**config.mk**
```make
export PLATFORM = sky130hd
export DESIGN_NAME = mcp_logic_unit
export DESIGN_NICKNAME = d
export VERILOG_FILES = /design/src/rtl/mcp_pkg.sv /design/src/rtl/mcp_logic_core.sv /design/src/rtl/mcp_logic_unit.sv
export SDC_FILE = /design/constraint.sdc
export NUM_CORES = 1
export LEC_CHECK = 0
export BUFFER_PORTS_ARGS = -buffer_cell sky130_fd_sc_hd__buf_2
export CAP_MARGIN = 20
export CORE_MARGIN = 4
export CORE_UTILIZATION = 56
export CTS_CLUSTER_SIZE = 14
export DETAILED_ROUTE_END_ITERATION = 16
export PLACE_DENSITY = 0.81
export REMOVE_ABC_BUFFERS = 1
export SLEW_MARGIN = 30
export SYNTH_ARGS = -nofsm -noshare
export SYNTH_HDL_FRONTEND = slang
export SYNTH_HIERARCHICAL = 1
export SYNTH_SLANG_ARGS = --single-unit
```
**constraint.sdc**
```tcl
create_clock -name clk -period 6.6 [get_ports clk]
set_clock_uncertainty 0.05 [all_clocks]
set_input_delay 0.66 -clock clk [delete_from_list [all_inputs] [get_ports clk]]
set_output_delay 0.66 -clock clk [all_outputs]
set_load 0.1 [all_outputs]
```
**src/rtl/mcp_pkg.sv**
```systemverilog
// rtl/mcp_pkg.sv - shared opcode and FSM state encodings for the logic unit
package mcp_pkg;

   localparam logic [2:0] OP_AND     = 3'b000;
   localparam logic [2:0] OP_OR      = 3'b001;
   localparam logic [2:0] OP_XOR     = 3'b010;
   localparam logic [2:0] OP_NOR     = 3'b011;
   localparam logic [2:0] OP_ACC_OR  = 3'b100;
   localparam logic [2:0] OP_ACC_AND = 3'b101;

   typedef enum logic {
      ST_IDLE  = 1'b0,
      ST_ACCUM = 1'b1
   } state_e;

   // True for the opcodes that start a multi-beat fold.
   function automatic logic is_acc_op(input logic [2:0] op);
      return (op == OP_ACC_OR) || (op == OP_ACC_AND);
   endfunction

endpackage

```
**src/rtl/mcp_logic_core.sv**
```systemverilog
// rtl/mcp_logic_core.sv - combinational bitwise AND/OR/XOR/NOR with reserved-op flag
module mcp_logic_core
   import mcp_pkg::*;
#(
   parameter int WIDTH = 32
) (
   input  logic [2:0]       op,
   input  logic [WIDTH-1:0] a,
   input  logic [WIDTH-1:0] b,
   output logic [WIDTH-1:0] result,
   output logic             err
);

   // Any opcode outside the four plain gates yields zero and flags an error.
   always_comb begin
      result = '0;
      err    = 1'b0;
      case (op)
         OP_AND:  result = a & b;
         OP_OR:   result = a | b;
         OP_XOR:  result = a ^ b;
         OP_NOR:  result = ~(a | b);
         default: err    = 1'b1;
      endcase
   end

endmodule

```
**src/rtl/mcp_logic_unit.sv**
```systemverilog
// rtl/mcp_logic_unit.sv - registered logic unit with handshake and OR/AND burst accumulation
module mcp_logic_unit
   import mcp_pkg::*;
#(
   parameter int  WIDTH     = 32,
   parameter int  MAX_BEATS = 16,
   localparam int CNT_W     = $clog2(MAX_BEATS + 1)
) (
   input  logic             clk,
   input  logic             reset,
   input  logic             in_valid,
   output logic             in_ready,
   input  logic [2:0]       in_op,
   input  logic [WIDTH-1:0] in_a,
   input  logic [WIDTH-1:0] in_b,
   input  logic             in_last,
   output logic             out_valid,
   input  logic             out_ready,
   output logic [WIDTH-1:0] out_result,
   output logic             out_zero,
   output logic [CNT_W-1:0] out_count,
   output logic             out_err,
   output logic             out_forced
);

   state_e           state_q, state_d;
   logic             acc_and_q, acc_and_d;
   logic [WIDTH-1:0] acc_q, acc_d;
   logic [CNT_W-1:0] cnt_q, cnt_d;

   logic             out_valid_q, out_valid_d;
   logic [WIDTH-1:0] out_result_q, out_result_d;
   logic             out_zero_q, out_zero_d;
   logic [CNT_W-1:0] out_count_q, out_count_d;
   logic             out_err_q, out_err_d;
   logic             out_forced_q, out_forced_d;

   logic             accept;
   logic             fold_and;
   logic [2:0]       core_op;
   logic [WIDTH-1:0] core_b;
   logic [WIDTH-1:0] core_res;
   logic             core_err;
   logic [CNT_W-1:0] cnt_inc;

   assign in_ready = !out_valid_q || out_ready;
   assign accept   = in_valid && in_ready;
   assign cnt_inc  = cnt_q + CNT_W'(1);

   // Steer the core: plain ops pass through; folds reuse AND/OR against the identity or the running accumulator.
   always_comb begin
      fold_and = acc_and_q;
      core_op  = in_op;
      core_b   = in_b;
      if (state_q == ST_ACCUM) begin
         core_op = acc_and_q ? OP_AND : OP_OR;
         core_b  = acc_q;
      end else if (is_acc_op(in_op)) begin
         fold_and = (in_op == OP_ACC_AND);
         core_op  = fold_and ? OP_AND : OP_OR;
         core_b   = fold_and ? {WIDTH{1'b1}} : '0;
      end
   end

   mcp_logic_core #(.WIDTH(WIDTH)) u_core (
      .op     (core_op),
      .a      (in_a),
      .b      (core_b),
      .result (core_res),
      .err    (core_err)
   );

   // Next-state for the burst FSM, accumulator, counter and the one-entry result register.
   always_comb begin
      state_d      = state_q;
      acc_and_d    = acc_and_q;
      acc_d        = acc_q;
      cnt_d        = cnt_q;
      out_valid_d  = out_valid_q && !out_ready;
      out_result_d = out_result_q;
      out_zero_d   = out_zero_q;
      out_count_d  = out_count_q;
      out_err_d    = out_err_q;
      out_forced_d = out_forced_q;

      if (accept) begin
         if (state_q == ST_IDLE) begin
            if (is_acc_op(in_op) && !in_last) begin
               state_d   = ST_ACCUM;
               acc_and_d = fold_and;
               acc_d     = core_res;
               cnt_d     = CNT_W'(1);
            end else begin
               // Plain op, reserved op, or a one-beat burst: result appears next cycle.
               out_valid_d  = 1'b1;
               out_result_d = core_res;
               out_zero_d   = (core_res == '0);
               out_count_d  = CNT_W'(1);
               out_err_d    = core_err && !is_acc_op(in_op);
               out_forced_d = 1'b0;
            end
         end else begin
            acc_d = core_res;
            cnt_d = cnt_inc;
            if (in_last || (cnt_inc == CNT_W'(MAX_BEATS))) begin
               state_d      = ST_IDLE;
               acc_d        = '0;
               cnt_d        = '0;
               out_valid_d  = 1'b1;
               out_result_d = core_res;
               out_zero_d   = (core_res == '0);
               out_count_d  = cnt_inc;
               out_err_d    = 1'b0;
               out_forced_d = (cnt_inc == CNT_W'(MAX_BEATS));
            end
         end
      end
   end

   // State and output registers; reset drops any burst in flight and any held result.
   always_ff @(posedge clk) begin
      if (reset) begin
         state_q      <= ST_IDLE;
         acc_and_q    <= 1'b0;
         acc_q        <= '0;
         cnt_q        <= '0;
         out_valid_q  <= 1'b0;
         out_result_q <= '0;
         out_zero_q   <= 1'b1;
         out_count_q  <= '0;
         out_err_q    <= 1'b0;
         out_forced_q <= 1'b0;
      end else begin
         state_q      <= state_d;
         acc_and_q    <= acc_and_d;
         acc_q        <= acc_d;
         cnt_q        <= cnt_d;
         out_valid_q  <= out_valid_d;
         out_result_q <= out_result_d;
         out_zero_q   <= out_zero_d;
         out_count_q  <= out_count_d;
         out_err_q    <= out_err_d;
         out_forced_q <= out_forced_d;
      end
   end

   assign out_valid  = out_valid_q;
   assign out_result = out_result_q;
   assign out_zero   = out_zero_q;
   assign out_count  = out_count_q;
   assign out_err    = out_err_q;
   assign out_forced = out_forced_q;

endmodule

```
==> run metrics <==
outcome=completed; Final min period=4.22 ns; post_cts resized=0; Area Overhead vs Synth=12.6%; Routed Antenna Nets=0; register bit count reported by yosys=80; clock net sink count=80; share of cells above drive strength 1=0.220; global-route wire length before repair=25300 µm; met1 Resource Use GR=0.340; total power=0.00141 W; total track usage=0.265; Synth async-reset ratio=0; met2 usage=0.448; Remaining DRCs=0; number of buffers created by CTS=9; Area contributors post-synth=dfxtp_1, ha_1, a21oi_1; Filler cells=830; Hold Path Class=flip-flop to flip-flop; total wire length=15800 µm; DP HPWL=10500 µm; Slew Limit Fails=0; Final setup viols=0; gpl congestion=0.821; Synth top area share=0.279; drt initial violations=354; leading cell type in the layout, fill and taps excluded=buf_2; FP Rows=36; Fin. Hold Viols=0; Startpoint Class=primary input; clk_lat worst skew=0.36 ns; worst path cell trace=buf_2 > nand2b_2 > nor2_2 > buf_4 > a21oi_1 > o21ai_0 > inv_1 > ha_1 > mux2i_1 > o22ai_1 > nor4_1 > nand4_1 > nor4_1 > a211o_1; cells after synthesis=713; total core area=9860 µm²; fin nets=924; DRT Pass-1 Iters=5; Port Buffer Count=113; Syn. warnings=6; P_leak=2.95 nW; CTS HTree Levels=3; Top Ports=114; pre-CTS setup slack=1.99 ns; total gr overflow=0; post-CTS setup buffer count=0; Synth Flop Type=dfxtp_1; CP required=6.86 ns; post-synthesis sequential area ratio=0.279; worst-margin pin slew=0.941 ns; Routed WL per cell=17.0 µm; dpl cells=909; met3 Use GR=0.0376; syn_area_per_cell=8.07 µm²; Final Cell Area=6470 µm²; die extent in y=109 µm; Final WS setup=2.38 ns; Post-synth EDFFs=0; antenna violations before repair=0; CTS tree=yes; Cell Area, Synth=5750 µm²; root buf cell=clkbuf_8; Worst path slowest cell=nor2_2; post-DR vias/cell=5.88; Starting Density=0.583; worst vdd ir=127 µV; Antenna Cells=0; Max Freq=0.237 GHz; Final Cycle Share=0.640; commonest non-fill, non-tap cells in the layout=buf_2, dfxtp_1, a21oi_1; clk slew on worst S/H paths=0.08 ns; Slew headroom=0.372; Worst setup EP type=flip-flop; Power Density=218 nW/µm²; max-cap viol count=0; vias in the first global route=5411; Slowest Stage Delay on Critical Path=0.77 ns; Vias=5443; largest net degree at the start of global routing=83; gr busiest metal=met2; CP arrival=4.48 ns; hold buffers post-CTS=0; Crit path top cell by count=nor4_1; WS Path Type=primary input to flip-flop; fin cells=925; cell taking the most area after synthesis=dfxtp_1; Die Footprint=12000 µm²; Placement Cell Area=6270 µm²; Die X=109 µm; CTS max path bufs=2; unrepaired setup endpoints after global routing=false; Crit Path Max Fanout=38; post-synth cell types=42
==> cell usage after synthesis (2+ instances only) <==
cell,number
nor2_2,10
and2_1,3
buf_2,5
nor2b_1,3
nand3_1,37
dfxtp_1,80
buf_1,3
inv_1,67
clkbuf_1,36
a211o_1,2
xor2_1,33
a22oi_2,10
a22oi_1,23
a32oi_1,2
buf_6,13
o22ai_1,32
ha_1,65
a21oi_1,74
o21ai_1,3
nand2b_1,4
nand2_1,36
nor4_1,10
o21ai_0,67
mux2i_1,33
nand4_1,6
xnor2_1,3
nor2_1,32
buf_4,6
a311oi_1,2
==> worst max-delay path, delay by kind of cell <==
kind,cells,cell delay (ns)
buffers and inverters,3,0.56
AO/OA/AOI/OAI,4,0.64
multiplexers,1,0.14
AND/OR/NAND/NOR,5,2.18
adder cells (fa/ha/maj),1,0.28
==> through the flow <==
stage	util	TNS, ns	hold slack (ns)
floorplan	-	-7.10	0.411
global placement	0.631	0	0.393
detailed placement	0.636	0	0.395
CTS	0.656	0	0.415
global route	0.656	0	0.428
finish	0.656	0	0.420
==> worst paths after layout <==
path	from	end	slack [ns]	depth (start not counted)
max	in_op[1]	out_zero$_SDFFE_PP1P_	2.38	14
min	out_zero$_SDFFE_PP1P_	out_zero$_SDFFE_PP1P_	0.42	1
max reg2reg	state_q$_SDFFE_PP0P_	out_zero$_SDFFE_PP1P_	2.76	11
min reg2reg	out_zero$_SDFFE_PP1P_	out_zero$_SDFFE_PP1P_	0.42	1
==> logic make-up after synthesis <==
group,count (synthesis),synth area share
muxes,34,0.0614
and+or+nand+nor,148,0.125
DFF,80,0.279
buffers and inverters,130,0.107
AOI/OAI and AO/OA,220,0.232
adders and majority gates,65,0.141
xor gates and xnor gates,36,0.0548
==> power by group <==
group	internal (W)	switching, W
clock	0.000185	0.000185
sequential	0.000508	0.0000124
combinational	0.000147	0.000375
total	0.000840	0.000572
==> routing by layer <==
| metal | vias to the layer above | routed length, µm |
|---|---|---|
| met4 | 0 | 286 |
| met5 | - | 0 |
| met3 | 31 | 1460 |
| met1 | 2532 | 6550 |
| li1 | 2613 | - |
| met2 | 267 | 7450 |
==> area by class of cell <==
class | instances | area [µm²] | share of cell area
Inverter | 67 | 251 | 0.0389
Clock buffer | 11 | 141 | 0.0218
Clock inverter | 5 | 56.3 | 0.00870
Tap cell | 133 | 166 | 0.0257
Multi-Input combinational cell | 503 | 3560 | 0.551
Timing Repair Buffer | 126 | 691 | 0.107
Sequential cell | 80 | 1600 | 0.248
==> state kept, by name, summed over array words and instances (netlist names) <==
name	count
acc_q	32
out_result	32
cnt_q	5
out_count	5
acc_and_q	1
out_err	1
out_forced	1
out_valid	1
out_zero	1
state_q	1
(Power assumes the default switching activity.)
